--- config.mk ---
export PLATFORM = sky130hd
export DESIGN_NAME = cc3_irq_ctrl
export DESIGN_NICKNAME = d
export VERILOG_FILES = /design/src/rtl/cc3_irq_pkg.sv /design/src/rtl/cc3_irq_timer.sv /design/src/rtl/cc3_irq_ctrl.sv
export SDC_FILE = /design/constraint.sdc
export NUM_CORES = 1
export LEC_CHECK = 0
export CAP_MARGIN = 20
export CORE_MARGIN = 5
export CORE_UTILIZATION = 53
export DETAILED_ROUTE_END_ITERATION = 12
export PLACE_DENSITY = 0.86
export SKIP_LAST_GASP = 1
export SYNTH_ARGS = -nofsm -noshare
export SYNTH_HDL_FRONTEND = slang
export SYNTH_SLANG_ARGS = --single-unit
--- constraint.sdc ---
create_clock -name clk32_i -period 2.3 [get_ports clk32_i]
set_clock_uncertainty 0.2 [all_clocks]
set_input_delay 0.69 -clock clk32_i [delete_from_list [all_inputs] [get_ports clk32_i]]
set_output_delay 0.69 -clock clk32_i [all_outputs]
set_load 0.02 [all_outputs]
--- src/rtl/cc3_irq_pkg.sv ---
// cc3_irq_pkg: shared constants for the cc3 interrupt controller.
//   Register window offsets, register reset values, source count and timer width.
package cc3_irq_pkg;

  localparam int unsigned NUM_SRC = 8;
  localparam int unsigned TMR_W   = 16;

  localparam logic [2:0] OFF_PEND    = 3'd0;
  localparam logic [2:0] OFF_IRQ_EN  = 3'd1;
  localparam logic [2:0] OFF_FIRQ_EN = 3'd2;
  localparam logic [2:0] OFF_EDGE    = 3'd3;
  localparam logic [2:0] OFF_TMR_LO  = 3'd4;
  localparam logic [2:0] OFF_TMR_HI  = 3'd5;
  localparam logic [2:0] OFF_TMR_CTL = 3'd6;
  localparam logic [2:0] OFF_NMI_CTL = 3'd7;

  localparam logic [7:0]       REG_RST = 8'h00;
  localparam logic [TMR_W-1:0] TMR_RST = '0;

endpackage

--- src/rtl/cc3_irq_timer.sv ---
// cc3_irq_timer: periodic 16-bit down-counter for the interrupt controller.
//   clk/rst   : clock, synchronous active-high reset
//   run_i     : RUN bit; a 0->1 transition loads the counter
//   reload_i  : reload value, sampled whenever the counter reloads
//   evt_o     : one-cycle event pulse, period reload+1 cycles; reload 0 halts
module cc3_irq_timer
  import cc3_irq_pkg::*;
(
  input  logic             clk,
  input  logic             rst,
  input  logic             run_i,
  input  logic [TMR_W-1:0] reload_i,
  output logic             evt_o
);

  logic [TMR_W-1:0] cnt_q, cnt_d;
  logic             run_prev_q, run_prev_d;
  logic             evt_q, evt_d;

  // Count down while running; at zero emit an event and reload
  always_comb begin
    cnt_d      = cnt_q;
    evt_d      = 1'b0;
    run_prev_d = run_i;
    if (run_i && !run_prev_q) begin
      cnt_d = reload_i;
    end else if (run_i) begin
      if (cnt_q == TMR_RST) begin
        if (reload_i != TMR_RST) begin
          evt_d = 1'b1;
          cnt_d = reload_i;
        end
      end else begin
        cnt_d = cnt_q - TMR_W'(1);
      end
    end
  end

  always_ff @(posedge clk) begin
    if (rst) begin
      cnt_q      <= TMR_RST;
      run_prev_q <= 1'b0;
      evt_q      <= 1'b0;
    end else begin
      cnt_q      <= cnt_d;
      run_prev_q <= run_prev_d;
      evt_q      <= evt_d;
    end
  end

  assign evt_o = evt_q;

endmodule

--- src/rtl/cc3_irq_ctrl.sv ---
// cc3_irq_ctrl: interrupt controller driving the MC6809 IRQ, FIRQ and NMI inputs.
//   clk32_i/cpu_reset : clock, synchronous active-high reset
//   cpu_addr_i/cpu_data_i/cpu_we_i/cpu_oe_i : CPU bus, 8-byte window at BASE_ADDR
//   cpu_data_o/sel_o  : registered read data and its select flag
//   irq_src_i/nmi_src_i : asynchronous active-high sources
//   cpu_irq_n/cpu_firq_n/cpu_nmi_n : registered active-low requests
//   Macro CC3_IRQ_TIMER_EN adds the periodic timer feeding PEND[7].
module cc3_irq_ctrl
  import cc3_irq_pkg::*;
#(
  parameter logic [15:0] BASE_ADDR        = 16'hFF90,
  parameter int unsigned NMI_PULSE_CYCLES = 4
) (
  input  logic               clk32_i,
  input  logic               cpu_reset,
  input  logic [15:0]        cpu_addr_i,
  input  logic [7:0]         cpu_data_i,
  input  logic               cpu_we_i,
  input  logic               cpu_oe_i,
  output logic [7:0]         cpu_data_o,
  output logic               sel_o,
  input  logic [NUM_SRC-1:0] irq_src_i,
  input  logic               nmi_src_i,
  output logic               cpu_irq_n,
  output logic               cpu_firq_n,
  output logic               cpu_nmi_n
);

  localparam int unsigned NMI_CW = $clog2(NMI_PULSE_CYCLES + 1);

  // Bit NUM_SRC of the conditioning chain carries the NMI source
  logic [NUM_SRC:0]   sync1_q, sync1_d, sync2_q, sync2_d, prev_q, prev_d;
  logic [NUM_SRC-1:0] src_pend_q, src_pend_d;
  logic [7:0]         irq_en_q, irq_en_d, firq_en_q, firq_en_d, edge_q, edge_d;
  logic               arm_q, arm_d;
  logic [NMI_CW-1:0]  nmi_cnt_q, nmi_cnt_d;
  logic               irq_n_q, irq_n_d, firq_n_q, firq_n_d, nmi_n_q, nmi_n_d;
  logic [7:0]         data_q, data_d;
  logic               sel_q, sel_d;

  logic               hit, wr, rd;
  logic [2:0]         off;
  logic [NUM_SRC-1:0] rise, w1c, pend_cur, pend_nxt;
  logic [7:0]         rmux;
  logic               nmi_rise;

`ifdef CC3_IRQ_TIMER_EN
  logic [7:0] tmr_lo_q, tmr_lo_d, tmr_hi_q, tmr_hi_d;
  logic       run_q, run_d, tmr_pend_q, tmr_pend_d, tmr_evt;

  cc3_irq_timer u_timer (
    .clk      (clk32_i),
    .rst      (cpu_reset),
    .run_i    (run_q),
    .reload_i ({tmr_hi_q, tmr_lo_q}),
    .evt_o    (tmr_evt)
  );
`endif

  // Register file, pending latches, request and NMI pulse generation
  always_comb begin
    sync1_d   = {nmi_src_i, irq_src_i};
    sync2_d   = sync1_q;
    prev_d    = sync2_q;
    hit       = (cpu_addr_i[15:3] == BASE_ADDR[15:3]);
    wr        = hit && cpu_we_i;
    rd        = hit && cpu_oe_i;
    off       = cpu_addr_i[2:0];
    irq_en_d  = irq_en_q;
    firq_en_d = firq_en_q;
    edge_d    = edge_q;
    arm_d     = arm_q;
    w1c       = '0;
    if (wr) begin
      case (off)
        OFF_PEND:    w1c       = cpu_data_i;
        OFF_IRQ_EN:  irq_en_d  = cpu_data_i;
        OFF_FIRQ_EN: firq_en_d = cpu_data_i;
        OFF_EDGE:    edge_d    = cpu_data_i;
        OFF_NMI_CTL: arm_d     = arm_q | cpu_data_i[0];
        default:     ;
      endcase
    end

    // Level bits follow the source; edge bits latch, set beats W1C; entering edge mode clears
    rise = sync2_q[NUM_SRC-1:0] & ~prev_q[NUM_SRC-1:0];
    for (int i = 0; i < NUM_SRC; i++) begin
      if (edge_d[i] && !edge_q[i])
        src_pend_d[i] = 1'b0;
      else if (edge_d[i])
        src_pend_d[i] = (src_pend_q[i] & ~w1c[i]) | rise[i];
      else
        src_pend_d[i] = sync2_q[i];
    end

`ifdef CC3_IRQ_TIMER_EN
    tmr_lo_d = tmr_lo_q;
    tmr_hi_d = tmr_hi_q;
    run_d    = run_q;
    if (wr && off == OFF_TMR_LO)  tmr_lo_d = cpu_data_i;
    if (wr && off == OFF_TMR_HI)  tmr_hi_d = cpu_data_i;
    if (wr && off == OFF_TMR_CTL) run_d    = cpu_data_i[0];
    // Timer events latch regardless of bit 7's EDGE setting
    tmr_pend_d = (tmr_pend_q & ~w1c[7]) | tmr_evt;
    pend_cur   = src_pend_q | {tmr_pend_q, 7'b0};
    pend_nxt   = src_pend_d | {tmr_pend_d, 7'b0};
`else
    pend_cur   = src_pend_q;
    pend_nxt   = src_pend_d;
`endif

    irq_n_d  = ~|(pend_cur & irq_en_q);
    firq_n_d = ~|(pend_cur & firq_en_q);

    // NMI pulse: armed rising edges start a countdown; edges mid-pulse are dropped
    nmi_rise  = sync2_q[NUM_SRC] && !prev_q[NUM_SRC] && arm_q;
    nmi_cnt_d = nmi_cnt_q;
    if (nmi_cnt_q != '0)
      nmi_cnt_d = nmi_cnt_q - NMI_CW'(1);
    else if (nmi_rise)
      nmi_cnt_d = NMI_CW'(NMI_PULSE_CYCLES);
    nmi_n_d = (nmi_cnt_q == '0);

    // Read returns post-write state so a combined write/read shows the new value
    case (off)
      OFF_PEND:    rmux = pend_nxt;
      OFF_IRQ_EN:  rmux = irq_en_d;
      OFF_FIRQ_EN: rmux = firq_en_d;
      OFF_EDGE:    rmux = edge_d;
`ifdef CC3_IRQ_TIMER_EN
      OFF_TMR_LO:  rmux = tmr_lo_d;
      OFF_TMR_HI:  rmux = tmr_hi_d;
      OFF_TMR_CTL: rmux = {7'b0, run_d};
`endif
      OFF_NMI_CTL: rmux = {7'b0, arm_d};
      default:     rmux = REG_RST;
    endcase
    data_d = rd ? rmux : REG_RST;
    sel_d  = rd;
  end

  always_ff @(posedge clk32_i) begin
    if (cpu_reset) begin
      sync1_q    <= '0;
      sync2_q    <= '0;
      prev_q     <= '0;
      src_pend_q <= '0;
      irq_en_q   <= REG_RST;
      firq_en_q  <= REG_RST;
      edge_q     <= REG_RST;
      arm_q      <= 1'b0;
      nmi_cnt_q  <= '0;
      irq_n_q    <= 1'b1;
      firq_n_q   <= 1'b1;
      nmi_n_q    <= 1'b1;
      data_q     <= REG_RST;
      sel_q      <= 1'b0;
`ifdef CC3_IRQ_TIMER_EN
      tmr_lo_q   <= REG_RST;
      tmr_hi_q   <= REG_RST;
      run_q      <= 1'b0;
      tmr_pend_q <= 1'b0;
`endif
    end else begin
      sync1_q    <= sync1_d;
      sync2_q    <= sync2_d;
      prev_q     <= prev_d;
      src_pend_q <= src_pend_d;
      irq_en_q   <= irq_en_d;
      firq_en_q  <= firq_en_d;
      edge_q     <= edge_d;
      arm_q      <= arm_d;
      nmi_cnt_q  <= nmi_cnt_d;
      irq_n_q    <= irq_n_d;
      firq_n_q   <= firq_n_d;
      nmi_n_q    <= nmi_n_d;
      data_q     <= data_d;
      sel_q      <= sel_d;
`ifdef CC3_IRQ_TIMER_EN
      tmr_lo_q   <= tmr_lo_d;
      tmr_hi_q   <= tmr_hi_d;
      run_q      <= run_d;
      tmr_pend_q <= tmr_pend_d;
`endif
    end
  end

  assign cpu_data_o = data_q;
  assign sel_o      = sel_q;
  assign cpu_irq_n  = irq_n_q;
  assign cpu_firq_n = firq_n_q;
  assign cpu_nmi_n  = nmi_n_q;

endmodule

==> results.yml <==
clock_tree:
  path_clk_slew_ns: 0.08
  cts-root-buf: "clkbuf_8"
  cts.htree.levels: 3
  numCtsBuffers: 9
  cts_tree: "built"
  cts.path.max_buffers: 2
  cts_sinks: 75
  clk-insertion-delay-late_ns: 0.36
global_routing:
  grt_usage: 0.254
  grt_overflow: 0
  grt_max_degree: 67
  antenna_found_initial: 0
  grt_pass1_wl_um: 14900
  grt_pass1_vias: 3170
synth:
  synth_edf_count: 0
  postSynthCellCount: 375
  synth-seq-cells: 75
  syn_avg_cell_area_um2: 8.50
  synth_seq_area_share: 0.471
  yosys_warnings: 0
  synthFlopType: "dfxtp_1"
  syn-cell-area_mm2: 0.00319
  ys_types: 44
  async_flop_share: 0
  syn_nets: 413
routing:
  wire_per_inst_um: 19.3
  first_pass_iters: 7
  routed_via_density: 6.23
  drtIter0Drc: 457
  drc: 0
  antenna_left: 0
  wl_um: 10600
  via_count: 3416
layout:
  diodes: 0
  final_nets: 506
  drive_above_1_share: 0.228
  area_growth_pct: 42.6
sta:
  hold_violations: 0
  period_minus_slack_ns: 2.39
  fin_crit_sh: 1.04
  worst_pin_slew_ns: 0.828
  tns_ns: -0.106
  slew_violations: 0
  whs_ns: 0.240
  worst_slack_ns: -0.0875
  setup_violations: 2
  relSlewSlack: 0.444
  fmax_mhz: 419
setup_path:
  crit_arrival_ns: 2.46
  path_cells: "dlygate4sd2_1 > and4bb_4 > nand4_4 > buf_6 > o21ai_0 > and3_1 > o21ai_1 > a21oi_1"
  worstSetupPathType: "in2reg"
  worstPathMaxFanout: 5
  cp-start-kind: "input port"
  required_ns: 2.37
  cp_slowest_cell: "and4bb_4"
  cp_slowest_stage_delay_ns: 0.32
  endpoint_kind: "register"
placement:
  gp_congestion: 0.955
  post-place-ws_ns: -0.501
  io_buffers: 48
  dp_hpwl_um: 6150
power_and_ir_drop:
  ir_worst_vdd_v: 0.000638
  power_density_mw_per_mm2: 654
  p_leak_nw: 1.74
floorplan:
  rows: 28
  die_h_um: 87.6
  start_util: 0.542
  ios: 49
  core_mm2: 0.00589
  die_w_um: 87.6
  dieArea_mm2: 0.00767
run_status:
  status: "finished with violations"
  violations: "negative setup slack"
flow_run:
  cap_violations: 0
worst_hold_path:
  hold_class: "reg2reg"
==> cell type report <==
class                   count  area (µm²)
clock buffers              10         138
clock inverters             6         113
fillers                   370        1340
inverters                  11        41.3
multi-input cells         272        1740
flip-flops and latches     75        1500
well taps                  75        93.8
repair buffers             99         925
==> worst paths after layout <==
path | start | to | slack [ns] | cells after the start
hold reg to reg | sync1_q[3]$_SDFF_PP0_ | prev_d[3]$_SDFF_PP0_ | 0.24 | 1
setup reg to reg | prev_d[6]$_SDFF_PP0_ | cpu_data_o[6]$_SDFF_PP0_ | 0.65 | 6
setup / recovery | cpu_addr_i[5] | cpu_data_o[6]$_SDFF_PP0_ | -0.09 | 8
hold / removal | sync1_q[3]$_SDFF_PP0_ | prev_d[3]$_SDFF_PP0_ | 0.24 | 1
==> flip-flops by register name, summed over array words and instances (netlist names), 3 cells and up <==
register	count
nmi_cnt_q	3
irq_en_q	8
edge_q	8
cpu_data_o	8
prev_d	9
pend_cur	8
firq_en_q	8
sync1_q	9
prev_q	9
==> cell families (layout without fill, tap and decap cells) <==
logic type,after synthesis,after routing,share of synthesized area
buffers and inverters,30,126,0.0455
AOI/OAI and AO/OA,84,84,0.156
DFF,75,75,0.471
and+or+nand+nor,184,186,0.321
adders and majority gates,1,1,0.00392
muxes,1,1,0.00314
==> per-stage QoR <==
stage          power, mW  instances   util  instance area [µm²]
3_5_place_dp        1.72        516  0.672                 3960
2_1_floorplan       1.57        375      -                 3190
5_1_grt             3.09        548  0.773                 4550
4_1_cts             2.96        538  0.732                 4310
3_3_place_gp        1.70        516  0.672                 3960
6_report            2.97        548  0.773                 4550
==> cell usage in the layout (no fill, tap or decap), types with 8 or more instances in the layout <==
cell / count
dfxtp_1: 75
nor2_1: 48
buf_4: 44
nand2_1: 40
clkdlybuf4s50_1: 30
a21oi_1: 26
nor2b_1: 21
a22oi_1: 15
o21ai_1: 13
dlygate4sd2_1: 13
o21ai_0: 11
inv_1: 10
nor3_2: 10
clkbuf_8: 10
nand3_1: 9
and3_1: 9
nor4b_4: 8
a31oi_1: 8
==> cells in the mapped netlist, drive strengths merged (2+ instances only) <==
cell    number  area, µm²
dfxtp       75       1500
nor2        48        180
nand2       41        156
o21ai       28        144
a21oi       26        130
nor2b       21        131
nor3        17       85.1
a22oi       15        113
and3        11       68.8
inv         11       41.3
and2        10       67.6
buf         10       70.1
nand3       10       55.1
clkbuf       9       33.8
a31oi        8       50.1
nor4b        8        120
nand2b       6       37.5
a211oi       2       15.0
a41o         2       20.0
and4         2       20.0
and4bb       2       25.0
nor3b        2       26.3
or2          2       12.5
==> metal layers <==
| layer | up-vias | GRT usage | part of all wire |
|---|---|---|---|
| li1 | 1495 | - | - |
| met1 | 1539 | 0.280 | 0.35 |
| met2 | 278 | 0.428 | 0.46 |
| met3 | 104 | 0.0781 | 0.11 |
| met4 | 0 | 0.152 | 0.077 |
| met5 | - | 0 | 0 |
==> power breakdown <==
| group | switching (mW) | leakage [nW] | internal (mW) |
|---|---|---|---|
| clock | 0.501 | 0.126 | 0.752 |
| combinational | 0.178 | 1.00 | 0.166 |
| sequential | 0.0272 | 0.610 | 1.35 |
==> worst max-delay path, delay by kind of cell <==
kind	cells	cell delay (ns)
compound gates	3	0.55
buf+inv	2	0.43
simple gates	3	0.78
==> what timing repair did <==
action / in CTS / in global routing
setup endpoints to repair: 15 / 18
hold buffers: 0 / 0
setup buffers: 4 / 8
cloned: 2 / 2
pin swaps: 6 / 21
gates resized for setup: 29 / 36
Note: power is estimated with default switching activity, not from simulation.
